==> src/rtl/cpu_pkg.sv <==
// cpu_pkg: shared state, opcode, mux-select and ALU encodings for the accumulator CPU.
package cpu_pkg;

   typedef enum logic [3:0] {
      S_IDLE, S_F_MAR, S_F_WAIT, S_F_IR, S_DECODE,
      S_X_MAR, S_X_WAIT, S_X_MBR, S_X_ACC, S_X_STORE, S_HALTED
   } state_t;

   localparam logic [3:0] OP_LOAD  = 4'h1;
   localparam logic [3:0] OP_STORE = 4'h2;
   localparam logic [3:0] OP_ADD   = 4'h3;
   localparam logic [3:0] OP_SUBT  = 4'h4;
   localparam logic [3:0] OP_HALT  = 4'h7;
   localparam logic [3:0] OP_SKIP  = 4'h8;
   localparam logic [3:0] OP_JUMP  = 4'h9;
   localparam logic [3:0] OP_CLEAR = 4'hA;

   localparam logic [1:0] ACC_MBR  = 2'b00;
   localparam logic [1:0] ACC_ALU  = 2'b01;
   localparam logic [1:0] ACC_ZERO = 2'b10;

   localparam logic [3:0] ALU_ADD = 4'b0000;
   localparam logic [3:0] ALU_SUB = 4'b0001;

   localparam logic [1:0] SKIP_NEG   = 2'b00;
   localparam logic [1:0] SKIP_ZERO  = 2'b01;
   localparam logic [1:0] SKIP_POS   = 2'b10;
   localparam logic [1:0] SKIP_NEVER = 2'b11;

   function automatic logic is_legal(input logic [3:0] op);
      return op inside {OP_LOAD, OP_STORE, OP_ADD, OP_SUBT, OP_HALT, OP_SKIP, OP_JUMP, OP_CLEAR};
   endfunction

endpackage

==> src/rtl/skip_eval.sv <==
// skip_eval: SKIPCOND predicate on the accumulator sign/zero state.
module skip_eval #(
   parameter int DATA_WIDTH = 16
) (
   input  logic [DATA_WIDTH-1:0] acc,
   input  logic [1:0]            cond,
   output logic                  skip
);
   import cpu_pkg::*;

   logic neg;
   logic zero;

   assign neg  = acc[DATA_WIDTH-1];
   assign zero = acc == '0;
   assign skip = cond == SKIP_NEG  ? neg :
                 cond == SKIP_ZERO ? zero :
                 cond == SKIP_POS  ? !neg && !zero : 1'b0;

endmodule

==> src/rtl/control_sequencer.sv <==
// control_sequencer: fetch-decode-execute FSM driving the accumulator CPU datapath controls.
module control_sequencer #(
   parameter int DATA_WIDTH = 16,
   parameter int ADDR_FIELD = 12
) (
   input  logic                  clock,
   input  logic                  reset_n,
   input  logic                  run,
   input  logic [DATA_WIDTH-1:0] ir,
   input  logic [DATA_WIDTH-1:0] acc,
   output logic                  pc_write,
   output logic                  pc_src,
   output logic                  mar_write,
   output logic                  mar_src,
   output logic                  mbr_write,
   output logic                  mbr_src,
   output logic                  ir_write,
   output logic                  acc_write,
   output logic [1:0]            acc_src,
   output logic [3:0]            alu_opcode,
   output logic                  mem_write_enable,
   output logic                  halted,
   output logic                  illegal_opcode
);
   import cpu_pkg::*;

   state_t     state;
   state_t     state_next;
   logic [3:0] opcode;
   logic       skip;
   logic       startable;
   logic       unused;

   assign opcode    = ir[DATA_WIDTH-1 -: 4];
   assign startable = state == S_IDLE || state == S_HALTED;
   assign unused    = ^ir[ADDR_FIELD-3:0];

   skip_eval #(.DATA_WIDTH(DATA_WIDTH)) u_skip (
      .acc  (acc),
      .cond (ir[ADDR_FIELD-1 -: 2]),
      .skip (skip)
   );

   always_ff @(posedge clock or negedge reset_n) begin
      if (!reset_n) begin
         state          <= S_IDLE;
         illegal_opcode <= 1'b0;
      end else begin
         state <= state_next;
         if (run && startable)
            illegal_opcode <= 1'b0;
         else if (state == S_DECODE && !is_legal(opcode))
            illegal_opcode <= 1'b1;
      end
   end

   always_comb begin
      state_next       = state;
      pc_write         = 1'b0;
      pc_src           = 1'b0;
      mar_write        = 1'b0;
      mar_src          = 1'b0;
      mbr_write        = 1'b0;
      mbr_src          = 1'b0;
      ir_write         = 1'b0;
      acc_write        = 1'b0;
      acc_src          = ACC_MBR;
      alu_opcode       = ALU_ADD;
      mem_write_enable = 1'b0;
      halted           = 1'b0;
      case (state)
         S_IDLE:   state_next = run ? S_F_MAR : S_IDLE;
         S_F_MAR: begin
            mar_write  = 1'b1;
            state_next = S_F_WAIT;
         end
         S_F_WAIT: state_next = S_F_IR;
         S_F_IR: begin
            ir_write   = 1'b1;
            pc_write   = 1'b1;
            state_next = S_DECODE;
         end
         S_DECODE: begin
            case (opcode)
               OP_LOAD, OP_ADD, OP_SUBT: state_next = S_X_MAR;
               // STORE passes through X_WAIT so the memory write never follows a MAR load directly
               OP_STORE: begin
                  mar_write  = 1'b1;
                  mar_src    = 1'b1;
                  mbr_write  = 1'b1;
                  mbr_src    = 1'b1;
                  state_next = S_X_WAIT;
               end
               OP_JUMP: begin
                  pc_write   = 1'b1;
                  pc_src     = 1'b1;
                  state_next = S_F_MAR;
               end
               OP_CLEAR: begin
                  acc_write  = 1'b1;
                  acc_src    = ACC_ZERO;
                  state_next = S_F_MAR;
               end
               OP_SKIP: begin
                  pc_write   = skip;
                  state_next = S_F_MAR;
               end
               default:  state_next = S_HALTED;
            endcase
         end
         S_X_MAR: begin
            mar_write  = 1'b1;
            mar_src    = 1'b1;
            state_next = S_X_WAIT;
         end
         S_X_WAIT: state_next = opcode == OP_STORE ? S_X_STORE : S_X_MBR;
         S_X_MBR: begin
            mbr_write  = 1'b1;
            state_next = S_X_ACC;
         end
         S_X_ACC: begin
            acc_write  = 1'b1;
            acc_src    = opcode == OP_LOAD ? ACC_MBR : ACC_ALU;
            alu_opcode = opcode == OP_SUBT ? ALU_SUB : ALU_ADD;
            state_next = S_F_MAR;
         end
         S_X_STORE: begin
            mem_write_enable = 1'b1;
            state_next       = S_F_MAR;
         end
         S_HALTED: begin
            halted     = 1'b1;
            state_next = run ? S_F_MAR : S_HALTED;
         end
         default:  state_next = S_IDLE;
      endcase
   end

endmodule

==> config.mk <==
export PLATFORM = sky130hd
export DESIGN_NAME = control_sequencer
export DESIGN_NICKNAME = d
export VERILOG_FILES = /design/src/rtl/cpu_pkg.sv /design/src/rtl/skip_eval.sv /design/src/rtl/control_sequencer.sv
export SDC_FILE = /design/constraint.sdc
export NUM_CORES = 1
export LEC_CHECK = 0
export CAP_MARGIN = 20
export CORE_UTILIZATION = 32
export CTS_CLUSTER_SIZE = 24
export DETAILED_ROUTE_END_ITERATION = 6
export GPL_TIMING_DRIVEN = 0
export PLACE_DENSITY = 0.79
export SLEW_MARGIN = 20
export SYNTH_ARGS = -nofsm -noshare
export SYNTH_HDL_FRONTEND = slang
export SYNTH_SLANG_ARGS = --single-unit
==> constraint.sdc <==
create_clock -name clock -period 2.14 [get_ports clock]
set_input_delay 0.428 -clock clock [delete_from_list [all_inputs] [get_ports clock]]
set_output_delay 0.428 -clock clock [all_outputs]
set_load 0.005 [all_outputs]
==> flow_summary.json, run 1 <==
{
  "grtUsageTotal": 0.2376,
  "synth_cell_types": 43,
  "post_drt_wl_per_cell_um": 14.03,
  "cts_tree": "done",
  "p_switching_uw": 368.8,
  "drc": 0,
  "gp_congestion": 0.7688,
  "synth_fa_ha_area_frac": 0,
  "ys_seq_area_frac": 0.1972,
  "hold_violations": 0,
  "async_flop_share": 1.000,
  "via_per_inst": 5.078,
  "dp_slack_ns": -0.8652,
  "ys_dominant_reg_cell": "dfrtp_1",
  "grt_overflow": 0,
  "setup_viol": 6,
  "worstSkewPairLatency_ns": 0.25,
  "grt_pass1_wl_um": 3657,
  "grt_max_degree": 11,
  "cts.clk_slew.worst_paths_ns": 0.05,
  "violations": "negative setup slack",
  "path_class": "reg -> out",
  "grt_pass1_vias": 808,
  "p_int_uw": 528.6,
  "final_cells": 166,
  "final_common_cell": "clkdlybuf4s50_1",
  "start_util": 0.3558,
  "crit_arrival_ns": 2.00,
  "period_needed_ns": 2.429,
  "required_ns": 1.71,
  "p_leak_uw": 0.0005928,
  "syn_area_sq_um": 634.4,
  "drt_first_pass_iters": 4,
  "drt_iter0_markers": 18,
  "clockPowerShare": 0.126,
  "yosys_warnings": 0,
  "fp.dieW_um": 46.53,
  "cts_buffers": 3,
  "ant_nets": 0,
  "num_rows": 15,
  "fp.coreArea_sq_um": 1783,
  "synth_edf_count": 0,
  "swShare": 0.4110,
  "finalPower_uw": 897.4,
  "worstSetupEndpointType": "output port",
  "placed_cells": 148,
  "rsz0062_at_grt": "yes",
  "drive_gt1_frac": 0.3333,
  "status": "finished with violations",
  "vdd_ir_drop_max_v": 0.0005489,
  "syn2layout_area_growth_pct": 91.72,
  "die-area_sq_um": 2165,
  "final_cell_mix": "23 x clkdlybuf4s50_1, 18 x buf_4, 6 x a21oi_1, 6 x buf_2",
  "timing.final.crit_share": 1.135,
  "layout_setup_ws_ns": -0.2888,
  "fmax_ghz": 0.4117,
  "power.share.sequential": 0.196,
  "r2r_slack_ns": 0.40,
  "fill_cells": 138,
  "power_per_cell_area_nw_per_um2": 737.9,
  "num_vias": 843,
  "cts_root_buffer": "clkbuf_4",
  "cts_buffer_depth": 2,
  "clock_skew_ns": 0.001604,
  "synth_xor_area_frac": 0.02761,
  "ys_seq_elements": 5,
  "die_h_um": 46.53,
  "avgSynthCellArea_sq_um": 7.552,
  "timing.setup.tns_ns": -1.110,
  "maxCapViolations": 0,
  "min_path_type": "in -> async",
  "hpwl_um": 1588,
  "synth_top_family_by_area": "simple AND/OR/NAND/NOR gates",
  "start_kind": "flip-flop",
  "io_buffers": 37,
  "synth-simple-area-share": 0.3945,
  "diodes": 0,
  "cp_slowest_cell": "or4b_4",
  "combPwrFrac": 0.677,
  "synth_compound_area_frac": 0.2465,
  "slew_violations": 0,
  "finalNetCount": 177,
  "htree_levels": 1,
  "wl_um": 2329,
  "holdWs_ns": 0.4185,
  "syn_inst": 84,
  "path_cells": "or4b_4 -> nor3b_4 -> buf_4 -> and3b_1 -> nand2b_1 -> buf_2",
  "io_pins": 52,
  "cp_slowest_stage_delay_ns": 0.57,
  "cts_hold_buf": 0,
  "synth.area.mux_share": 0.01775,
  "critPathMaxFanout": 4,
  "antenna_found_initial": 0,
  "cts.sinks": 5
}
cell usage after synthesis, drive strengths merged (2+ instances only):
cell type  instances  area [sq um]
a21oi              6         30.03
buf                6         43.79
clkbuf             5         18.77
dfrtp              5         125.1
nand2              5         18.77
nor2               5         18.77
nor3               5         25.02
nand2b             4         25.02
nor4               4         25.02
o21ai              4         20.02
nor2b              3         18.77
and3               2         12.51
inv                2         7.510
nor3b              2         20.02
o21bai             2         15.01
or4b               2         23.77
final cells by class:
type	count	area, sq um	share of cell area
buffer	10	81.33	0.06687
clock buffer	4	26.28	0.02160
inverter	2	7.507	0.006173
multi-input combinational	68	494.2	0.4064
sequential	5	125.1	0.1029
tap	25	31.28	0.02572
timing repair buffer	52	450.4	0.3704
per-layer routing:
| layer | wire length [um] | vias up | track usage | share of wire |
|---|---|---|---|---|
| li1 | - | 417 | - | - |
| met1 | 974 | 396 | 0.2884 | 0.42 |
| met2 | 1219 | 26 | 0.4167 | 0.52 |
| met3 | 110 | 4 | 0.05098 | 0.047 |
| met4 | 24 | 0 | 0.05882 | 0.010 |
| met5 | 0 | - | 0 | 0 |
final timing paths:
| check | from | endpoint | depth (start not counted) |
|---|---|---|---|
| max | state[0] | acc_write | 6 |
| min | reset_n | state[2] | 1 |
| max reg2reg | state[0] | state[3] | 5 |
| min reg2reg | illegal_opcode | illegal_opcode | 1 |
| max in group asynchronous | reset_n | illegal_opcode | 1 |
| min in group clock | illegal_opcode | illegal_opcode | 1 |
sequential cells by signal (all words and copies together), names as in the netlist:
name	cells
illegal_opcode	1
state	4
worst max-delay path: cells and delay by family, from the launching register on:
| kind | cells | cell delay (ns) |
|---|---|---|
| flip-flops | 1 | 0.42 |
| buffers and inverters | 2 | 0.25 |
| AND/OR/NAND/NOR | 4 | 1.08 |
power by group through the flow:
stage / Clock, uW / Combinational (uW) / Sequential, uW
detailed placement: 0 / 542 / 166
finish: 114 / 608 / 176
global placement: 0 / 529 / 163
floorplan: 0 / 330 / 160
global route: 128 / 655 / 182
CTS: 113 / 588 / 174
stage by stage:
step	utilization	area (sq um)
after floorplan	-	641.9
after global placement	0.5853	1044
after detailed placement	0.5853	1044
after CTS	0.6688	1192
after global routing	0.6821	1216
final	0.6821	1216
kinds of logic (layout without fill, tap and decap cells):
kind of cell    after synthesis  after routing
mux                           1              1
buf+inv                      13             68
xor+xnor                      2              2
other cells                   1              3
simple gates                 39             39
compound gates               23             23
flops                         5              5
repair_timing:
action / 4_1_cts / 5_1_grt
buffers inserted: 12 / 3
resized for setup: 55 / 13
pin swaps: 8 / 5
endpoints found under the setup margin: 13 / 12
gates cloned: 0 / 0
Power figures use the tool's default switching activity.
==> run 2: changes to the inputs <==
--- a/config.mk
+++ b/config.mk
@@ -5,7 +5,6 @@
 export SDC_FILE = /design/constraint.sdc
 export NUM_CORES = 1
 export LEC_CHECK = 0
-export CAP_MARGIN = 20
 export CORE_UTILIZATION = 32
 export CTS_CLUSTER_SIZE = 24
 export DETAILED_ROUTE_END_ITERATION = 6
==> results of run 2 <==
Same layout as run 1: the final DEF is identical, and so are final timing and power.
==> run 3: changes to the inputs <==
--- a/config.mk
+++ b/config.mk
@@ -10,6 +10,7 @@
 export DETAILED_ROUTE_END_ITERATION = 6
 export GPL_TIMING_DRIVEN = 0
 export PLACE_DENSITY = 0.79
+export SKIP_CTS_REPAIR_TIMING = 1
 export SLEW_MARGIN = 20
 export SYNTH_ARGS = -nofsm -noshare
 export SYNTH_HDL_FRONTEND = slang
==> flow_summary.json, run 3 (same netlist as run 1, synthesis figures left out) <==
{
  "cp_common_cell": "buf_6",
  "start_util": 0.3558,
  "dp_slack_ns": -0.8652,
  "maxCapViolations": 0,
  "period_needed_ns": 2.468,
  "path_class": "reg -> out",
  "worstSkewPairLatency_ns": 0.24,
  "cp_slowest_stage_delay_ns": 0.52,
  "io_pins": 52,
  "setup_viol": 6,
  "fill_cells": 134,
  "cts.sinks": 5,
  "num_vias": 834,
  "ant_nets": 0,
  "critPathMaxFanout": 7,
  "cp_slowest_cell": "or4b_4",
  "cts_buffer_depth": 2,
  "power_per_cell_area_nw_per_um2": 732.2,
  "drive_gt1_frac": 0.3212,
  "hold_violations": 0,
  "crit_start": "state[1]",
  "crit_cells": 7,
  "crit_family": "simple AND/OR/NAND/NOR gates",
  "rsz0062_at_grt": "yes",
  "clock_skew_ns": 0.002094,
  "syn2layout_area_growth_pct": 95.46,
  "wl_um": 2334,
  "fp.coreArea_sq_um": 1783,
  "reg_top3": "state (4), illegal_opcode (1)",
  "num_rows": 15,
  "hpwl_um": 1588,
  "p_leak_uw": 0.0006448,
  "cts_tree": "done",
  "diodes": 0,
  "cts_root_buffer": "clkbuf_4",
  "reg2reg_depth": 4,
  "grt_pass1_wl_um": 3215,
  "vdd_ir_drop_max_v": 0.0005317,
  "htree_levels": 1,
  "fp.dieW_um": 46.53,
  "status": "finished with violations",
  "cts_buffers": 3,
  "cts.clk_slew.worst_paths_ns": 0.05,
  "post_drt_wl_per_cell_um": 14.41,
  "crit_arrival_ns": 2.04,
  "die_h_um": 46.53,
  "final_common_cell": "clkdlybuf4s50_1",
  "final_cell_mix": "24 x clkdlybuf4s50_1, 16 x buf_4, 7 x dlymetal6s2s_1",
  "reg2reg_from": "state[1]",
  "worstSetupEndpointType": "output port",
  "cp.buffers_inverters": 3,
  "grt_pass1_vias": 725,
  "start_kind": "flip-flop",
  "regMostFlops": "state",
  "timing.setup.tns_ns": -0.9047,
  "via_per_inst": 5.148,
  "final_cells": 162,
  "die-area_sq_um": 2165,
  "antenna_found_initial": 0,
  "fmax_ghz": 0.4052,
  "layout_setup_ws_ns": -0.3281,
  "grt_max_degree": 11,
  "min_path_type": "in -> async",
  "multi_input_area_sq_um": 508.0,
  "grt_overflow": 0,
  "drc": 0,
  "largest_reg_flops": 4,
  "required_ns": 1.71,
  "violations": "negative setup slack",
  "placed_cells": 148,
  "finalNetCount": 173,
  "timing.final.crit_share": 1.153,
  "final-seq-area_sq_um": 125.1,
  "path_cells": "buf_6 -> or4b_4 -> nor3b_4 -> buf_4 -> and3b_2 -> nand2b_4 -> buf_6",
  "drt_first_pass_iters": 4,
  "io_buffers": 37,
  "gp_congestion": 0.7688,
  "slew_violations": 0,
  "grtUsageTotal": 0.2064,
  "drt_iter0_markers": 11
}
## run 3: changes by cell type in the layout (fill, tap and decap cells not counted), moves of 2 or more
| cell | previous run | this run |
|---|---|---|
| buf_6 | 4 | 6 |
| buf_2 | 6 | 2 |
| nor4_2 | 0 | 3 |
| dlymetal6s2s_1 | 1 | 7 |
| dlygate4sd2_1 | 3 | 0 |
| buf_4 | 18 | 16 |
| nor4_1 | 4 | 1 |
## run 3: power by group
group,internal [uW],switching [uW],leakage [uW]
logic,330,299,0.000567
clock network,70.7,41.5,0.0000150
registers,139,28.8,0.0000633
total,539,369,0.000645
## run 3: area by class of cell
| cell class | count | area share |
|---|---|---|
| sequential | 5 | 0.1009 |
| clock buffer | 4 | 0.02119 |
| timing repair buffer | 47 | 0.3643 |
| multi-input combinational | 68 | 0.4097 |
| tap | 25 | 0.02523 |
| inverter | 2 | 0.006054 |
| buffer | 11 | 0.07265 |
## run 3: per-stage QoR
step,power [uW],hold slack (ns),instance area [sq um],util
after floorplan,490.3,0.1324,641.9,-
after global placement,692.6,0.4970,1044,0.5853
after global routing,976.2,0.4140,1240,0.6954
after CTS,823.7,0.4124,1070,0.6000
after detailed placement,707.8,0.4925,1044,0.5853
final,907.9,0.4087,1240,0.6954
## run 3: final timing paths
path	end	slack, ns
setup / recovery	acc_write	-0.33
hold / removal	state[2]	0.41
setup reg to reg	state[3]	0.62
hold reg to reg	illegal_opcode	0.50
max in group asynchronous	state[0]	1.54
min in group clock	illegal_opcode	0.50
## run 3: metal layers
layer	vias up	wire (um)	GRT usage
met4	0	29	0.04706
met1	394	1021	0.2535
li1	406	-	-
met2	30	1197	0.3528
met3	4	85	0.05490
met5	-	0	0
